===== src/rtl/bcd_pkg.sv =====
// Shared BCD definitions: digit type, digit limits and a nibble validity check.
package bcd_pkg;

  localparam int BCD_WIDTH = 4;

  typedef logic [BCD_WIDTH-1:0] bcd_digit_t;

  localparam bcd_digit_t BCD_MAX = 4'd9;

  // True when the nibble holds a legal decimal digit (0..9).
  function automatic logic bcd_valid(input bcd_digit_t nibble);
    return (nibble <= BCD_MAX);
  endfunction

endpackage


===== src/rtl/bcd_digit_dec.sv =====
// Combinational single-digit BCD decrement with borrow chaining.
module bcd_digit_dec
  import bcd_pkg::*;
(
  input  bcd_digit_t d,
  input  logic       borrow_in,
  output bcd_digit_t d_next,
  output logic       borrow_out
);

  // A digit at zero wraps to nine and passes the borrow to the next digit up.
  always_comb begin
    d_next     = d;
    borrow_out = borrow_in & (d == 4'd0);
    if (borrow_in) begin
      if (d == 4'd0) d_next = BCD_MAX;
      else           d_next = d - 4'd1;
    end
  end

endmodule


===== src/rtl/bcd_down_counter.sv =====
// Multi-digit BCD countdown timer with validated preset load, terminal-count
// pulse and optional auto-reload of the last valid preset.
module bcd_down_counter
  import bcd_pkg::*;
#(
  parameter int DIGITS      = 2,
  parameter bit AUTO_RELOAD = 1'b0
) (
  input  logic                  clk,
  input  logic                  reset,
  input  logic                  enable,
  input  logic                  load,
  input  logic [4*DIGITS-1:0]   load_val,
  output logic [4*DIGITS-1:0]   out,
  output logic                  zero,
  output logic                  done,
  output logic                  load_err
);

  localparam int W = BCD_WIDTH * DIGITS;

  logic [W-1:0]    count_p0;
  logic [W-1:0]    reload_p0;
  logic            done_p0;
  logic            load_err_p0;

  logic [W-1:0]    dec_val;
  logic [DIGITS:0] borrow;
  logic            load_ok;
  logic            is_zero;
  logic            is_one;

  // Ripple-borrow chain; the borrow out of the top digit is set exactly when
  // every digit is zero, so it doubles as the zero detect.
  assign borrow[0] = 1'b1;

  for (genvar g = 0; g < DIGITS; g++) begin : g_digit
    bcd_digit_dec u_dec (
      .d          (count_p0[BCD_WIDTH*g +: BCD_WIDTH]),
      .borrow_in  (borrow[g]),
      .d_next     (dec_val[BCD_WIDTH*g +: BCD_WIDTH]),
      .borrow_out (borrow[g+1])
    );
  end

  assign is_zero = borrow[DIGITS];
  assign is_one  = (count_p0 == W'(1));

  // A preset is accepted only if every nibble is a legal decimal digit.
  always_comb begin
    load_ok = 1'b1;
    for (int i = 0; i < DIGITS; i++) begin
      if (!bcd_valid(load_val[BCD_WIDTH*i +: BCD_WIDTH])) load_ok = 1'b0;
    end
  end

  // Count register: reset > load > enable > hold.
  always_ff @(posedge clk) begin
    if (reset) begin
      count_p0    <= '0;
      reload_p0   <= '0;
      done_p0     <= 1'b0;
      load_err_p0 <= 1'b0;
    end else if (load) begin
      done_p0 <= 1'b0;
      if (load_ok) begin
        count_p0    <= load_val;
        reload_p0   <= load_val;
        load_err_p0 <= 1'b0;
      end else begin
        load_err_p0 <= 1'b1;
      end
    end else if (enable) begin
      if (!is_zero) begin
        count_p0 <= dec_val;
        done_p0  <= is_one;
      end else begin
        done_p0 <= 1'b0;
        if (AUTO_RELOAD && (reload_p0 != '0)) count_p0 <= reload_p0;
      end
    end else begin
      done_p0 <= 1'b0;
    end
  end

  assign out      = count_p0;
  assign zero     = is_zero;
  assign done     = done_p0;
  assign load_err = load_err_p0;

endmodule


===== config.mk =====
export PLATFORM = sky130hd
export DESIGN_NAME = bcd_down_counter
export DESIGN_NICKNAME = d
export VERILOG_FILES = /design/src/rtl/bcd_pkg.sv /design/src/rtl/bcd_digit_dec.sv /design/src/rtl/bcd_down_counter.sv
export SDC_FILE = /design/constraint.sdc
export NUM_CORES = 1
export LEC_CHECK = 0
export ABC_AREA = 1
export CORE_MARGIN = 1.5
export CORE_UTILIZATION = 30
export DETAILED_ROUTE_END_ITERATION = 16
export PLACE_DENSITY_LB_ADDON = 0.15
export SLEW_MARGIN = 10
export SYNTH_ARGS = -nofsm -noshare
export SYNTH_HDL_FRONTEND = slang
export SYNTH_SLANG_ARGS = --single-unit
export TNS_END_PERCENT = 5

===== constraint.sdc =====
create_clock -name clk -period 1.3 [get_ports clk]
set_clock_uncertainty 0.1 [all_clocks]
set_input_delay 0.13 -clock clk [delete_from_list [all_inputs] [get_ports clk]]
set_output_delay 0.13 -clock clk [all_outputs]
set_load 0.03 [all_outputs]

=== Yosys cells after proc, flatten, opt, wreduce, memory -nomap -nowiden ===
Index checks and enable logic that the tools add are counted.

* Order comparisons: 2
* $add $sub $neg: 2
* Reductions and logical operators: 7
* Bitwise logic cells: 2
* Equality and inequality tests: 3
* Muxes and demuxes: 10

{| class="wikitable"
|+ Operators by type and width
! kind !! count
|-
| $mux W8 || 4
|-
| $mux W4 || 3
|-
| $eq A8 B1 Y1 const B || 1
|-
| $le A4 B4 Y1 const B || 2
|-
| $logic_not A4 Y1 || 2
|-
| $sub A4 B1 Y4 const B || 2
|-
| $reduce_and A4 Y1 || 1
|-
| $reduce_bool A2 Y1 || 2
|-
| $reduce_or A4 Y1 || 1
|-
| $mux W1 || 3
|-
| $reduce_and A3 Y1 || 1
|-
| $ne A2 B1 Y1 const B || 1
|-
| $ne A2 B2 Y1 const B || 1
|-
| $and A1 B1 Y1 || 1
|-
| $not A1 Y1 || 1
|}

* Output and inout bits: 11
* Input bits: 12
* Register bits after elaboration: 10
* Word-level logic and storage cells: 30

=== Longest topological paths before layout ===
* Depth after elaboration: 6
* Gate-level depth with buffers: 10

=== Modules after synthesis ===
A second synthesis with hierarchy kept.

* Cell total of the unflattened synthesis: 132
* Area, all modules: 787.0 µm²

{| class="wikitable"
|+ By module, submodules not included
! module !! cells an instance !! times used !! seq. area each (µm²) !! area an instance (µm²)
|-
| bcd_down_counter || 98 || 1 || 200.2 || 611.8
|-
| bcd_digit_dec || 17 || 2 || 0.0 || 87.6
|}

=== Least setup slack after synthesis ===
No wires, ideal clock.

* Path kind: register -> register
* Start point: register count_p0[0] (netlist: out[0])
* End point: register count_p0[6] (netlist: out[6])
* Arrival: 1,232 ps
* Setup slack: -144 ps
* Data required time: 1,088 ps
* Clock period less this slack: 1,444 ps
* Cell stages (with the launch flop): 8
* Library setup time: 112 ps
* Cells stage by stage: dfxtp_1 nor2_4 a21oi_1 nor2_4 nand2_4 inv_2 nor2_1 nor2_1

* Word-level cells in the longest chain between the ends: 4
* Elaborated cells on any way between the ends: 5
* Classes of those cells: eq/ne (1); bitwise (1); reduce/logical (3)

{| class="wikitable"
|+ RTL lines
! item !! RTL line !! RTL
|-
| from (decl) || bcd_down_counter.sv:22 || <nowiki>logic [W-1:0] count_p0;</nowiki>
|-
| from (signal assigned) || bcd_down_counter.sv:67 || <nowiki>count_p0 <= load_val;</nowiki>
|-
| from (signal assigned) || bcd_down_counter.sv:75 || <nowiki>count_p0 <= dec_val;</nowiki>
|-
| from (signal assigned) || bcd_down_counter.sv:79 || <nowiki>if (AUTO_RELOAD && (reload_p0 != '0)) count_p0 <= reload_p0;</nowiki>
|-
| $logic_not A4 Y1 * || bcd_digit_dec.sv:14 || <nowiki>borrow_out = borrow_in & (d == 4'd0);</nowiki>
|-
| $and A1 B1 Y1 || bcd_digit_dec.sv:14 ||
|-
| $ne A2 B2 Y1 (no source line) || -- ||
|-
| $reduce_and A4 Y1 (no source line) * || -- ||
|}

Every way passes the cells marked *; elsewhere a longest branch is shown, timed or not.
A chain may end at the register's enable or synchronous reset.

=== Worst setup path after layout ===
* Start point: register count_p0[5] (netlist: out[5])
* End point: output zero

* Word-level cells in the longest chain between the ends: 2

{| class="wikitable"
|+ RTL lines
! item !! RTL line !! RTL
|-
| $logic_not A4 Y1 || bcd_digit_dec.sv:14 ||
|-
| $and A1 B1 Y1 || bcd_digit_dec.sv:14 ||
|-
| to (decl) || bcd_down_counter.sv:15 || <nowiki>output logic zero,</nowiki>
|}

Every way passes these cells.

==> summary.txt <==
STA
  – Worst Tran Pin Value: 0.305 ns
  – Min cycle time layout: 1.46 ns
  – Final hold violation count: 0
  – Setup total negative slack: -1.09 ns
  – Final period util: 112%
  – Max Clock Freq: 686 MHz
  – Hold_ws: 0.323 ns
  – Final-report max-slew violation count: 0
  – Final WS setup: -0.157 ns
  – Unrepaired setup endpoints after global routing: true
  – Final setup viols: 9
  – Slew HR: 79.6%

Yosys
  – Post-synth top cells: nand2_1, nor2_1, dfxtp_1
  – Synthesized cell area: 672 um^2
  – Largest family of logic cells by synthesized area: simple AND/OR/NAND/NOR gates
  – Mapped Cells: 107
  – Synth top area share: 29.8%
  – Post-Synth XOR/XNOR Area: 0%
  – Simple-gate share of the synthesized area: 51.4%
  – Main synth FF type: dfxtp_1
  – Synth Area in Compound Gates: 10.8%
  – Mux share of post-synthesis cell area: 0%
  – Syn Area/Cell: 6.28 um^2
  – Yosys reg bits: 10
  – Most frequent cell after synthesis: nand2_1
  – Cell accounting for the most synthesized area: dfxtp_1
  – Count of different cell masters after synthesis: 19
  – Post-synth EDFFs: 0
  – Total nets after synthesis: 119
  – Largest cells by area after synthesis: dfxtp_1, nand2_1, nor2_1
  – Sequential area share after synthesis: 29.8%
  – Ys Warns: 0
  – Adder-Cell Fraction of Synth Area: 0%
  – Post-synth ARST share: 0%

Placement
  – Gpl congestion: 0.787
  – Number of I/O port buffers: 22
  – Area after DPL: 1030 um^2
  – HPWL after DPL: 1.47 mm
  – DP Cell Count: 168
  – Worst slack, placed: -0.401 ns

Detailed routing
  – Initial DRC Count: 6
  – Via density: 4.66
  – Routed Antenna Nets: 0
  – Routed WL: 1.83 mm
  – Pre-antenna DRT Iters: 4
  – DR WL/cell: 10.6 um
  – DRC violations left: 0
  – DR vias: 806

Floorplanning
  – I/O pin total: 23
  – Starting density of the core: 32.9%
  – Die X: 50.3 um
  – Die span in y: 50.3 um
  – Rows: 16
  – Core footprint: 2040 um^2
  – Die area: 2530 um^2

Setup path
  – Critical path startpoint category: flop
  – CP Max Fanout: 4
  – Worst setup path startpoint: out[5]$_SDFFE_PP0P_
  – Worst reg2reg path startpoint: out[5]$_SDFFE_PP0P_
  – Setup CP Type: reg -> out
  – CP Buf/Inv Count: 2
  – Crit-path leading delay family: flip-flops
  – Critical path endpoint category: primary output
  – Most used cell along the critical path: nor2_4
  – Worst Path Required: 1.07 ns
  – Crit-path cells: nor2_4 -> nand2_2 -> buf_4 -> nor2_4 -> buf_6
  – Critical Path Slowest Stage Cell: dfxtp_4
  – Crit path DAT: 1.23 ns
  – Critical path's largest stage delay: 0.37 ns

Global routing
  – Vias in the first global route: 747
  – Largest net degree at the start of global routing: 10
  – Total gr overflow: 0
  – Global-route wire length before repair: 3.20 mm
  – Antenna violations before repair: 0
  – GRT Overall Usage: 16.3%

Finish
  – Number of diodes: 0
  – Layout Cells excl Fill: 173
  – Nets: 160
  – Layout cell share with drive strength beyond 1: 35.6%
  – Final core utilization: 52.8%
  – Fin area: 1080 um^2
  – Area delta synth->final: 60.3%

CTS
  – # H-tree levels: 1
  – CTS max path bufs: 2
  – CTS tree: yes
  – Root Driver: clkbuf_4
  – Num CTS Buffers: 3
  – Clock sink count: 10
  – Worst-path clk slew: 0.08 ns
  – Worst skew pair latency: 0.28 ns

Run status
  – Failing checks: setup timing
  – Status: finished, violations left

Power
  – Peak supply drop: 0.700 mV
  – Power, Total: 1.29 mW
  – Power per cell area: 1200 nW/um^2
  – LEAKAGE: 0.548 nW

Job
  – MaxCap Viol Count: 0

Worst hold path
  – HP Class: in -> reg
  – HP Start: reset
==> layer usage <==
layer / up-vias / track usage (%) / wire length, um
met2: 25 / 26.8 / 870
met3: 2 / 2.68 / 101
met1: 364 / 22.2 / 841
met5: - / 0 / 0
li1: 415 / - / -
met4: 0 / 4.05 / 16
==> final cells by class <==
| class | instances | area, um^2 |
|---|---|---|
| fill | 224 | 965 |
| multi-input combinational | 83 | 438 |
| inverter | 13 | 48.8 |
| sequential | 10 | 215 |
| clock buffer | 3 | 22.5 |
| tap | 27 | 33.8 |
| timing repair buffer | 37 | 319 |
==> worst paths after layout <==
kind	depth (start not counted)	to	slack, ns
max	5	zero	-0.16
min	2	out[0]$_SDFFE_PP0P_	0.32
max reg2reg	9	out[3]$_SDFFE_PP0P_	-0.14
min reg2reg	2	out[3]$_SDFFE_PP0P_	0.41
==> state kept, by name, summed over array words and instances (netlist names) <==
register  flops
load_err      1
out           8
done          1
==> kinds of logic after synthesis <==
group | count (synthesis)
simple gates | 72
buf+inv | 14
compound gates | 11
flops | 10
==> report_power, final <==
group          leakage, nW  internal (mW)  switching, mW
logic                0.448          0.295          0.374
clock network       0.0138          0.107          0.122
registers           0.0858          0.353         0.0375
==> what timing repair did <==
action / in CTS / in global routing
setup endpoints to repair: 15 / 11
pin swaps: 2 / 2
resized for setup: 7 / 5
hold buffers: 0 / 0
buffers inserted: 0 / 2
hold endpoints to repair: 0 / 0
==> cells in the final DEF (no fill, tap or decap), drive strengths merged <==
cell / Yosys / final
a21oi: 3 / 3
buf: 1 / 20
clkbuf: 0 / 3
clkdlybuf4s50: 0 / 10
clkinv: 1 / 1
dfxtp: 10 / 10
dlygate4sd2: 0 / 7
inv: 12 / 12
nand2: 38 / 38
nand3: 8 / 8
nor2: 24 / 24
nor4: 1 / 1
o211ai: 1 / 1
o21ai: 7 / 7
or2: 1 / 1
(Power assumes the default switching activity.)
